[config.mk]
export PLATFORM = sky130hd
export DESIGN_NAME = vga_monitor
export DESIGN_NICKNAME = d
export VERILOG_FILES = /design/src/rtl/vga_monitor.sv
export SDC_FILE = /design/constraint.sdc
export NUM_CORES = 1
export LEC_CHECK = 0
export BUFFER_PORTS_ARGS = -buffer_cell sky130_fd_sc_hd__buf_2
export CORE_UTILIZATION = 45
export DETAILED_ROUTE_END_ITERATION = 10
export HOLD_SLACK_MARGIN = 0.02
export PLACE_DENSITY = 0.7
export SETUP_SLACK_MARGIN = 0.05
export SYNTH_ARGS = -nofsm -noshare
export SYNTH_HDL_FRONTEND = slang
export SYNTH_SLANG_ARGS = --single-unit
export TNS_END_PERCENT = 10
[constraint.sdc]
create_clock -name CLK -period 6.2 [get_ports CLK]
set_input_delay 1.24 -clock CLK [delete_from_list [all_inputs] [get_ports CLK]]
set_output_delay 1.24 -clock CLK [all_outputs]
set_load 0.02 [all_outputs]
[src/rtl/vga_monitor.sv]
// VGA timing monitor: decodes pixels, checks sync periods and active sizes, counts frames.
// Optional per-frame CRC-16-CCITT output enabled by defining VGA_MONITOR_CRC_EN.
module vga_monitor #(
  parameter int HDISP  = 800,
  parameter int VDISP  = 480,
  parameter int HFP    = 40,
  parameter int HPULSE = 48,
  parameter int HBP    = 40,
  parameter int VFP    = 13,
  parameter int VPULSE = 3,
  parameter int VBP    = 29
) (
  input  logic                     CLK,
  input  logic                     NRST,
  input  logic                     VGA_HS,
  input  logic                     VGA_VS,
  input  logic                     VGA_BLANK,
  input  logic [7:0]               VGA_R,
  input  logic [7:0]               VGA_G,
  input  logic [7:0]               VGA_B,
  input  logic                     err_clr,
  output logic                     pix_valid,
  output logic [$clog2(HDISP)-1:0] pix_x,
  output logic [$clog2(VDISP)-1:0] pix_y,
  output logic [23:0]              pix_rgb,
  output logic                     frame_done,
  output logic [15:0]              frame_cnt,
  output logic                     locked,
  output logic                     hs_err,
  output logic                     vs_err,
  output logic                     size_err
`ifdef VGA_MONITOR_CRC_EN
  ,
  output logic [15:0]              frame_crc
`endif
);

  localparam int HTOTAL = HDISP + HFP + HPULSE + HBP;
  localparam int VTOTAL = VDISP + VFP + VPULSE + VBP;
  localparam int XW     = $clog2(HDISP);
  localparam int YW     = $clog2(VDISP);
  localparam logic [XW-1:0] XLAST = XW'(HDISP - 1);
  localparam logic [YW-1:0] YLAST = YW'(VDISP - 1);

  typedef enum logic [1:0] {WAIT_VS, WAIT_ACT, IN_FRAME} state_t;

  state_t      r_state;
  logic        r_hs_d, r_vs_d, r_blank_d;
  logic        r_hs_seen, r_vs_seen, r_frame_err;
  logic [15:0] r_hs_per, r_vs_per, r_px, r_lines;

  logic        w_hs_fall, w_vs_fall, w_act, w_line_end, w_frame_end;
  logic        w_hs_ev, w_vs_ev, w_size_ev, w_any_ev;
  logic [15:0] w_vs_cnt;

  assign w_hs_fall   = r_hs_d & ~VGA_HS;
  assign w_vs_fall   = r_vs_d & ~VGA_VS;
  // The WAIT_ACT -> IN_FRAME cycle already carries the first pixel of the frame.
  assign w_act       = VGA_BLANK && (r_state != WAIT_VS);
  assign w_line_end  = r_blank_d && !VGA_BLANK && (r_state == IN_FRAME);
  assign w_frame_end = w_vs_fall && (r_state == IN_FRAME);
  // A coincident HS edge closes the vertical period that this VS edge ends.
  assign w_vs_cnt    = r_vs_per + 16'(w_hs_fall);

  assign w_hs_ev   = w_hs_fall && r_hs_seen && (r_hs_per != 16'(HTOTAL));
  assign w_vs_ev   = (w_vs_fall && r_vs_seen && (w_vs_cnt != 16'(VTOTAL)))
                   || (VGA_BLANK && !VGA_VS);
  assign w_size_ev = (w_line_end && (r_px != 16'(HDISP)))
                   || (w_frame_end && (r_lines != 16'(VDISP)));
  assign w_any_ev  = w_hs_ev | w_vs_ev | w_size_ev;

  always_ff @(posedge CLK) begin
    if (!NRST) begin
      r_state     <= WAIT_VS;
      r_hs_d      <= 1'b1;
      r_vs_d      <= 1'b1;
      r_blank_d   <= 1'b0;
      r_hs_seen   <= 1'b0;
      r_vs_seen   <= 1'b0;
      r_frame_err <= 1'b0;
      r_hs_per    <= '0;
      r_vs_per    <= '0;
      r_px        <= '0;
      r_lines     <= '0;
      pix_valid   <= 1'b0;
      pix_x       <= '0;
      pix_y       <= '0;
      pix_rgb     <= '0;
      frame_done  <= 1'b0;
      frame_cnt   <= '0;
      locked      <= 1'b0;
      hs_err      <= 1'b0;
      vs_err      <= 1'b0;
      size_err    <= 1'b0;
    end else begin
      r_hs_d    <= VGA_HS;
      r_vs_d    <= VGA_VS;
      r_blank_d <= VGA_BLANK;

      if (w_hs_fall) begin
        r_hs_per  <= 16'd1;
        r_hs_seen <= 1'b1;
      end else if (r_hs_per != '1) begin
        r_hs_per <= r_hs_per + 1'b1;
      end

      if (w_vs_fall) begin
        r_vs_per  <= '0;
        r_vs_seen <= 1'b1;
      end else if (w_hs_fall && (r_vs_per != '1)) begin
        r_vs_per <= r_vs_per + 1'b1;
      end

      pix_valid <= w_act;
      if (w_act) begin
        pix_rgb <= {VGA_R, VGA_G, VGA_B};
        if (!r_blank_d) begin
          pix_x   <= '0;
          pix_y   <= (r_lines >= 16'(VDISP - 1)) ? YLAST : r_lines[YW-1:0];
          r_px    <= 16'd1;
          r_lines <= (r_lines == '1) ? r_lines : r_lines + 1'b1;
        end else begin
          pix_x <= (r_px >= 16'(HDISP - 1)) ? XLAST : r_px[XW-1:0];
          r_px  <= (r_px == '1) ? r_px : r_px + 1'b1;
        end
      end

      // VS edge wins over any pixel/line update in the same cycle.
      if (w_vs_fall) begin
        r_px    <= '0;
        r_lines <= '0;
        pix_x   <= '0;
        pix_y   <= '0;
      end

      case (r_state)
        WAIT_VS:  if (w_vs_fall) r_state <= WAIT_ACT;
        WAIT_ACT: if (!w_vs_fall && VGA_BLANK) r_state <= IN_FRAME;
        IN_FRAME: if (w_vs_fall) r_state <= WAIT_ACT;
        default:  r_state <= WAIT_VS;
      endcase

      frame_done <= w_frame_end;
      if (w_frame_end) frame_cnt <= frame_cnt + 1'b1;

      hs_err   <= (hs_err   & ~err_clr) | w_hs_ev;
      vs_err   <= (vs_err   & ~err_clr) | w_vs_ev;
      size_err <= (size_err & ~err_clr) | w_size_ev;

      r_frame_err <= w_vs_fall ? 1'b0 : (r_frame_err | w_any_ev);
      if (w_any_ev)         locked <= 1'b0;
      else if (w_frame_end) locked <= ~r_frame_err;
    end
  end

`ifdef VGA_MONITOR_CRC_EN
  logic [15:0] r_crc;

  function automatic logic [15:0] crc_step(input logic [15:0] c, input logic [23:0] d);
    logic [15:0] v;
    logic        fb;
    v = c;
    for (int unsigned i = 0; i < 24; i++) begin
      fb = v[15] ^ d[23 - i];
      v  = {v[14:0], 1'b0} ^ (fb ? 16'h1021 : 16'h0000);
    end
    return v;
  endfunction

  always_ff @(posedge CLK) begin
    if (!NRST) begin
      r_crc     <= 16'hFFFF;
      frame_crc <= 16'hFFFF;
    end else begin
      if (w_vs_fall)  r_crc <= 16'hFFFF;
      else if (w_act) r_crc <= crc_step(r_crc, {VGA_R, VGA_G, VGA_B});
      if (w_frame_end) frame_crc <= r_crc;
    end
  end
`endif

endmodule

==> reports/metrics.yaml, run 1 <==
syn-instance-count: 754
reg2reg_path_depth: 9
reg2reg_from: "r_hs_d$_SDFF_PN1_"
io_pins: 95
commonest_non_fill_non_tap_cells_in_the_layout: "sky130_fd_sc_hd__dfxtp_1 (137), sky130_fd_sc_hd__nand2_1 (95), sky130_fd_sc_hd__buf_2 (94)"
finish.instance_area_um2: 7630
fp.coreArea_um2: 14000
synth.cell_area_um2: 6520
cts_max_path_buffers: 2
timing.max_cap.violations: 0
globalRouteTotalUtil: 0.198
die_height_um: 122
grt-ovfl-total: 0
first_global_vias: 5110
finalWirelength_um: 14100
holdCritPathClass: "reg2reg"
drt_first_pass_iters: 4
syn2layout_area_growth_pct: 17.1
number_of_antenna_violations_at_the_first_check_in_global_routing: 0
grt_pass1_wl_um: 23700
cts_post_setup_buffers_inserted: 0
worstPathArrival_ps: 3550
critical_path_required_ps: 6500
port_bufs: 94
hold_end: "pix_x[3]$_SDFFE_PP0P_"
cts_max_level: 4
clk-insertion-delay-late_ps: 420
drive_above_1_share: 0.187
max_clock_freq_mhz: 308
route.antenna.remaining_nets: 0
outcome: "finished, final reports clean"
tritoncts_clock_tree: "built"
finalWeightedCongestion: 0.841
synth-seq-area-share: 0.421
final.period_utilization: 0.523
dp.final_hpwl_um: 9850
cts_buffers: 17
worst-r2r-setup-slack_ps: 3600
routed_wire_length_per_instance_um: 13.8
hold_viol: 0
cts-hold-fix-buffers: 0
worst_r2r_dst: "vs_err$_SDFF_PN0_"
synth_enable_flop_cells: 0
initial_core_util: 0.466
drt_drc_violations_left: 0
rsz0062_at_grt: "no"
worst_hold_slack_ps: 450
grt_start_max_net_pins: 57
critical_path_peak_fanout: 8
fp-row-count: 43
end_kind: "flip-flop"
crit_path_start_kind: "primary input"
post_cts_clock_slew_at_the_launch_and_capture_registers_of_the_worst_setup_and_hold_paths_ps: 60
yosys_register_bits: 137
finalSetupTns_ps: 0
mostFrequentLayoutCell: "sky130_fd_sc_hd__dfxtp_1"
p_per_area_nw_per_um2: 259
finalClockSkew_ps: 7.10
die-area_um2: 15000
p_leak_nw: 2.93
die_x_um: 122
drt-vias-per-instance: 5.45
placed_area_um2: 7050
avgSynthCellArea_um2: 8.64
slew-limit-headroom: 0.271
ir_drop_uv: 194
async_set_or_reset_flop_fraction_in_the_synthesized_netlist: 0
yosys_warnings: 0
num_antenna_cells: 0
clock_sinks: 137
fin_crit_ps: 3240
route.vias.total: 5562
final-setup-viol-count: 0
first_iter_violations: 314
hold_path.startpoint: "pix_x[3]$_SDFFE_PP0P_"
synth_fp_nets: 794
classification_of_the_worst_setup_path: "in2reg"
ys.flop_type: "sky130_fd_sc_hd__dfxtp_1"
slew_viol_final: 0
clock-root-buffer: "sky130_fd_sc_hd__clkbuf_16"
min_delay_path_depth: 2
yosys.cell_types.count: 70
final_nets: 869
tightestPinTransition_ps: 1090
ctsResizeCount: 0
[state kept, by name, indices dropped and copies added (netlist names), 2 cells and up]
register / cells
pix_y: 9
r_lines: 16
frame_cnt: 16
r_hs_per: 16
r_state: 2
pix_rgb: 24
pix_x: 10
r_px: 16
r_vs_per: 16
[how the worst max path moves through the flow]
stage                      start                    to  cells after the start  slack (ps)
after floorplan           VGA_HS     vs_err$_SDFF_PN0_                      9        2890
after global placement      NRST  r_px[5]$_SDFFE_PP0P_                      6        2610
after detailed placement  VGA_HS     vs_err$_SDFF_PN0_                     10        2550
after CTS                 VGA_HS     vs_err$_SDFF_PN0_                     10        2980
after global routing      VGA_HS     vs_err$_SDFF_PN0_                     10        2820
final                     VGA_HS     vs_err$_SDFF_PN0_                     10        2960
[area by class of cell]
type                    count  area [um2]
clock inverters             7        65.1
clock buffers              24         512
repair buffers             97         493
flip-flops and latches    137        2740
well taps                 180         225
fillers                  1336        6360
inverters                  28         105
multi-input cells         548        3490
[critical path, stage by stage]
cell and delay [ps]:
sky130_fd_sc_hd__buf_2 90, sky130_fd_sc_hd__nand2b_1 180, sky130_fd_sc_hd__clkinv_1 240, sky130_fd_sc_hd__ha_1 300, sky130_fd_sc_hd__ha_1 240, sky130_fd_sc_hd__and3_4 220, sky130_fd_sc_hd__a211oi_1 220, sky130_fd_sc_hd__a41oi_1 70
sky130_fd_sc_hd__a2111o_1 450, sky130_fd_sc_hd__o31a_1 280
[routing by layer]
layer / GRT usage / up-vias / share of wire
met5: 0 / - / 0
met4: 0.0625 / 0 / 0.011
met3: 0.0618 / 12 / 0.058
met2: 0.316 / 127 / 0.46
met1: 0.255 / 2590 / 0.48
li1: - / 2833 / -
[power by group]
group          leakage [nW]  internal [mW]  total, mW  switching, mW
registers              1.11          0.896      0.908         0.0120
logic                  1.54         0.0356      0.101         0.0652
clock network         0.284          0.610      0.965          0.356
[per-stage QoR]
stage | total power [mW] | worst slack, ps | util | std cells
global placement | 1.03 | 2610 | 0.504 | 990
CTS | 2.00 | 2980 | 0.546 | 1021
global route | 2.05 | 2820 | 0.546 | 1021
floorplan | 0.992 | 2890 | - | 754
finish | 1.97 | 2960 | 0.546 | 1021
detailed placement | 1.03 | 2550 | 0.504 | 990
[cell usage after synthesis (8+ instances only)]
cell | number | area, um2
sky130_fd_sc_hd__and2_1 | 21 | 131
sky130_fd_sc_hd__o2111ai_1 | 8 | 70.1
sky130_fd_sc_hd__ha_1 | 10 | 125
sky130_fd_sc_hd__clkbuf_1 | 19 | 71.3
sky130_fd_sc_hd__xor2_1 | 28 | 245
sky130_fd_sc_hd__dfxtp_1 | 137 | 2740
sky130_fd_sc_hd__xnor2_1 | 27 | 236
sky130_fd_sc_hd__nor4_1 | 10 | 62.6
sky130_fd_sc_hd__buf_2 | 12 | 60.1
sky130_fd_sc_hd__nand2_1 | 95 | 357
sky130_fd_sc_hd__o211ai_1 | 15 | 113
sky130_fd_sc_hd__or4_1 | 9 | 67.6
sky130_fd_sc_hd__nand4_1 | 21 | 131
sky130_fd_sc_hd__a21oi_1 | 18 | 90.1
sky130_fd_sc_hd__nor2_1 | 59 | 221
sky130_fd_sc_hd__o21ai_0 | 29 | 145
sky130_fd_sc_hd__o221a_2 | 8 | 90.1
sky130_fd_sc_hd__and4_1 | 9 | 78.8
sky130_fd_sc_hd__a21boi_0 | 32 | 240
sky130_fd_sc_hd__or3_1 | 11 | 68.8
sky130_fd_sc_hd__nand3_1 | 29 | 145
sky130_fd_sc_hd__inv_1 | 27 | 101
sky130_fd_sc_hd__nor3_1 | 17 | 85.1
[cells by family (layout without fill, tap and decap cells)]
group,Yosys count,count (layout),synth area share
DFF,137,137,0.421
muxes,6,6,0.00922
buffers and inverters,69,156,0.0457
AOI/OAI and AO/OA,147,147,0.159
and+or+nand+nor,330,330,0.272
xor gates and xnor gates,55,55,0.0739
adders and majority gates,10,10,0.0192
Note: power is estimated with default switching activity, not from simulation.
==> run 2: changes to the inputs <==
Settings changed: PLACE_DENSITY 0.7 to 0.73.
Clock period 6.2 ns to 2.8 ns, I/O delays scaled along.
==> run 2 against run 1 <==
Power increased by 120%. Global-route usage decreased by 0.080 points. Sequential share of layout area decreased by 0.34 points. Setup slack got worse by 2500 ps. Die area unchanged. Combinational power increased by 130%. Clock skew increased by 3.4 ps. Design area increased by 0.97%. Largest power group unchanged. Highest routed layer unchanged.
==> reports/metrics.yaml, run 2 (synthesis results as in run 1) <==
critical_path.endpoint: "vs_err$_SDFF_PN0_"
grt-ovfl-total: 0
post_cts_clock_slew_at_the_launch_and_capture_registers_of_the_worst_setup_and_hold_paths_ps: 50
classification_of_the_worst_setup_path: "reg2reg"
clock-root-buffer: "sky130_fd_sc_hd__clkbuf_16"
initial_core_util: 0.466
min_delay_path_depth: 2
layout.core_utilization: 0.551
worstPathArrival_ps: 2630
fin_crit_ps: 2330
outcome: "finished, final reports clean"
finish.instance_area_um2: 7700
largest_register_ff_count: 24
grt_start_max_net_pins: 55
num-fill-cells: 1312
slew_viol_final: 0
grt_pass1_wl_um: 23800
routed_wire_length_per_instance_um: 13.8
drt_first_pass_iters: 5
slew-limit-headroom: 0.522
groute.layer.met1.usage: 0.256
drive_above_1_share: 0.191
end_kind: "flip-flop"
reg2reg_from: "r_hs_d$_SDFF_PN1_"
worst_r2r_dst: "vs_err$_SDFF_PN0_"
mostFrequentLayoutCell: "sky130_fd_sc_hd__dfxtp_1"
timing.max_cap.violations: 0
hold_viol: 0
ir_drop_uv: 336
globalRouteTotalUtil: 0.198
layout.cells.non_filler: 1029
cts_post_setup_buffers_inserted: 0
regMostFlops: "pix_rgb"
critical_path_required_ps: 3100
finalPower_mw: 4.43
clk-insertion-delay-late_ps: 410
p_per_area_nw_per_um2: 575
final.period_utilization: 0.834
rsz0062_at_grt: "no"
tightestPinTransition_ps: 716
cts_max_level: 4
p_leak_nw: 2.97
number_of_antenna_violations_at_the_first_check_in_global_routing: 1
clock_sinks: 137
route.antenna.remaining_nets: 0
groute.layer.met3.usage: 0.0553
first_iter_violations: 317
io_pins: 95
cts_max_path_buffers: 2
fp-row-count: 43
holdCritPathClass: "in2reg"
busiest_layer: "met2"
route.vias.total: 5647
finalClockSkew_ps: 10.5
final_nets: 876
finalWeightedCongestion: 0.856
commonest_non_fill_non_tap_cells_in_the_layout: "sky130_fd_sc_hd__dfxtp_1 (137), sky130_fd_sc_hd__nand2_1 (95), sky130_fd_sc_hd__buf_2 (94)"
crit_path_start_kind: "flip-flop"
ctsResizeCount: 0
tritoncts_clock_tree: "built"
post-place-cells: 997
multiInputGateArea_um2: 3490
critical_path_peak_fanout: 5
worst-r2r-setup-slack_ps: 470
dp.final_hpwl_um: 9940
crit_path_start: "r_hs_d$_SDFF_PN1_"
ff_latch_area_um2: 2740
reg2reg_path_depth: 9
placed_area_um2: 7120
drt_drc_violations_left: 0
die_height_um: 122
cts_buffers: 17
die-area_um2: 15000
die_x_um: 122
drt-vias-per-instance: 5.49
first_global_vias: 5130
finalSetupTns_ps: 0
finalWirelength_um: 14200
cts-hold-fix-buffers: 0
syn2layout_area_growth_pct: 18.2
port_bufs: 94
groute.layer.met2.usage: 0.320
max_clock_freq_mhz: 428
fp.coreArea_um2: 14000
final-setup-viol-count: 0
run 2: worst min path at each step:
stage,startpoint,endpoint,slack (ps)
2_1_floorplan,r_vs_seen$_SDFFE_PN0P_,r_vs_seen$_SDFFE_PN0P_,430
3_3_place_gp,pix_x[3]$_SDFFE_PP0P_,pix_x[3]$_SDFFE_PP0P_,440
3_5_place_dp,r_vs_seen$_SDFFE_PN0P_,r_vs_seen$_SDFFE_PN0P_,450
4_1_cts,VGA_HS,r_hs_d$_SDFF_PN1_,340
5_1_grt,VGA_HS,r_hs_d$_SDFF_PN1_,350
6_report,VGA_HS,r_hs_d$_SDFF_PN1_,360
run 2: metal layers:
layer | part of all wire | wire, um
met2 | 0.47 | 6730
met3 | 0.054 | 773
met4 | 0.0086 | 123
met1 | 0.46 | 6610
met5 | 0 | 0
run 2: worst max-delay path, cell delays in order, from the launching register on:
cell	delay, ps
sky130_fd_sc_hd__dfxtp_1	310
sky130_fd_sc_hd__nand2b_1	90
sky130_fd_sc_hd__clkinv_1	90
sky130_fd_sc_hd__ha_1	230
sky130_fd_sc_hd__ha_1	250
sky130_fd_sc_hd__and3_4	220
sky130_fd_sc_hd__a211oi_1	220
sky130_fd_sc_hd__a41oi_1	70
sky130_fd_sc_hd__a2111o_1	450
sky130_fd_sc_hd__o31a_1	290
run 2: cell type report:
type,instances,area share
timing repair buffer,104,0.0724
sequential,137,0.356
tap,180,0.0292
clock inverter,7,0.0119
antenna,1,0.000325
inverter,28,0.0136
clock buffer,24,0.0638
multi-input combinational,548,0.453
run 2: power breakdown:
part           internal (mW)  switching, mW
Combinational         0.0890          0.146
Clock                   1.40          0.788
Sequential              1.98         0.0262
Total                   3.47          0.960
run 2: through the flow:
step	hold slack, ps	worst slack (ps)
2_1_floorplan	432	171
3_3_place_gp	439	139
3_5_place_dp	447	91.1
4_1_cts	343	483
5_1_grt	348	329
6_report	358	466
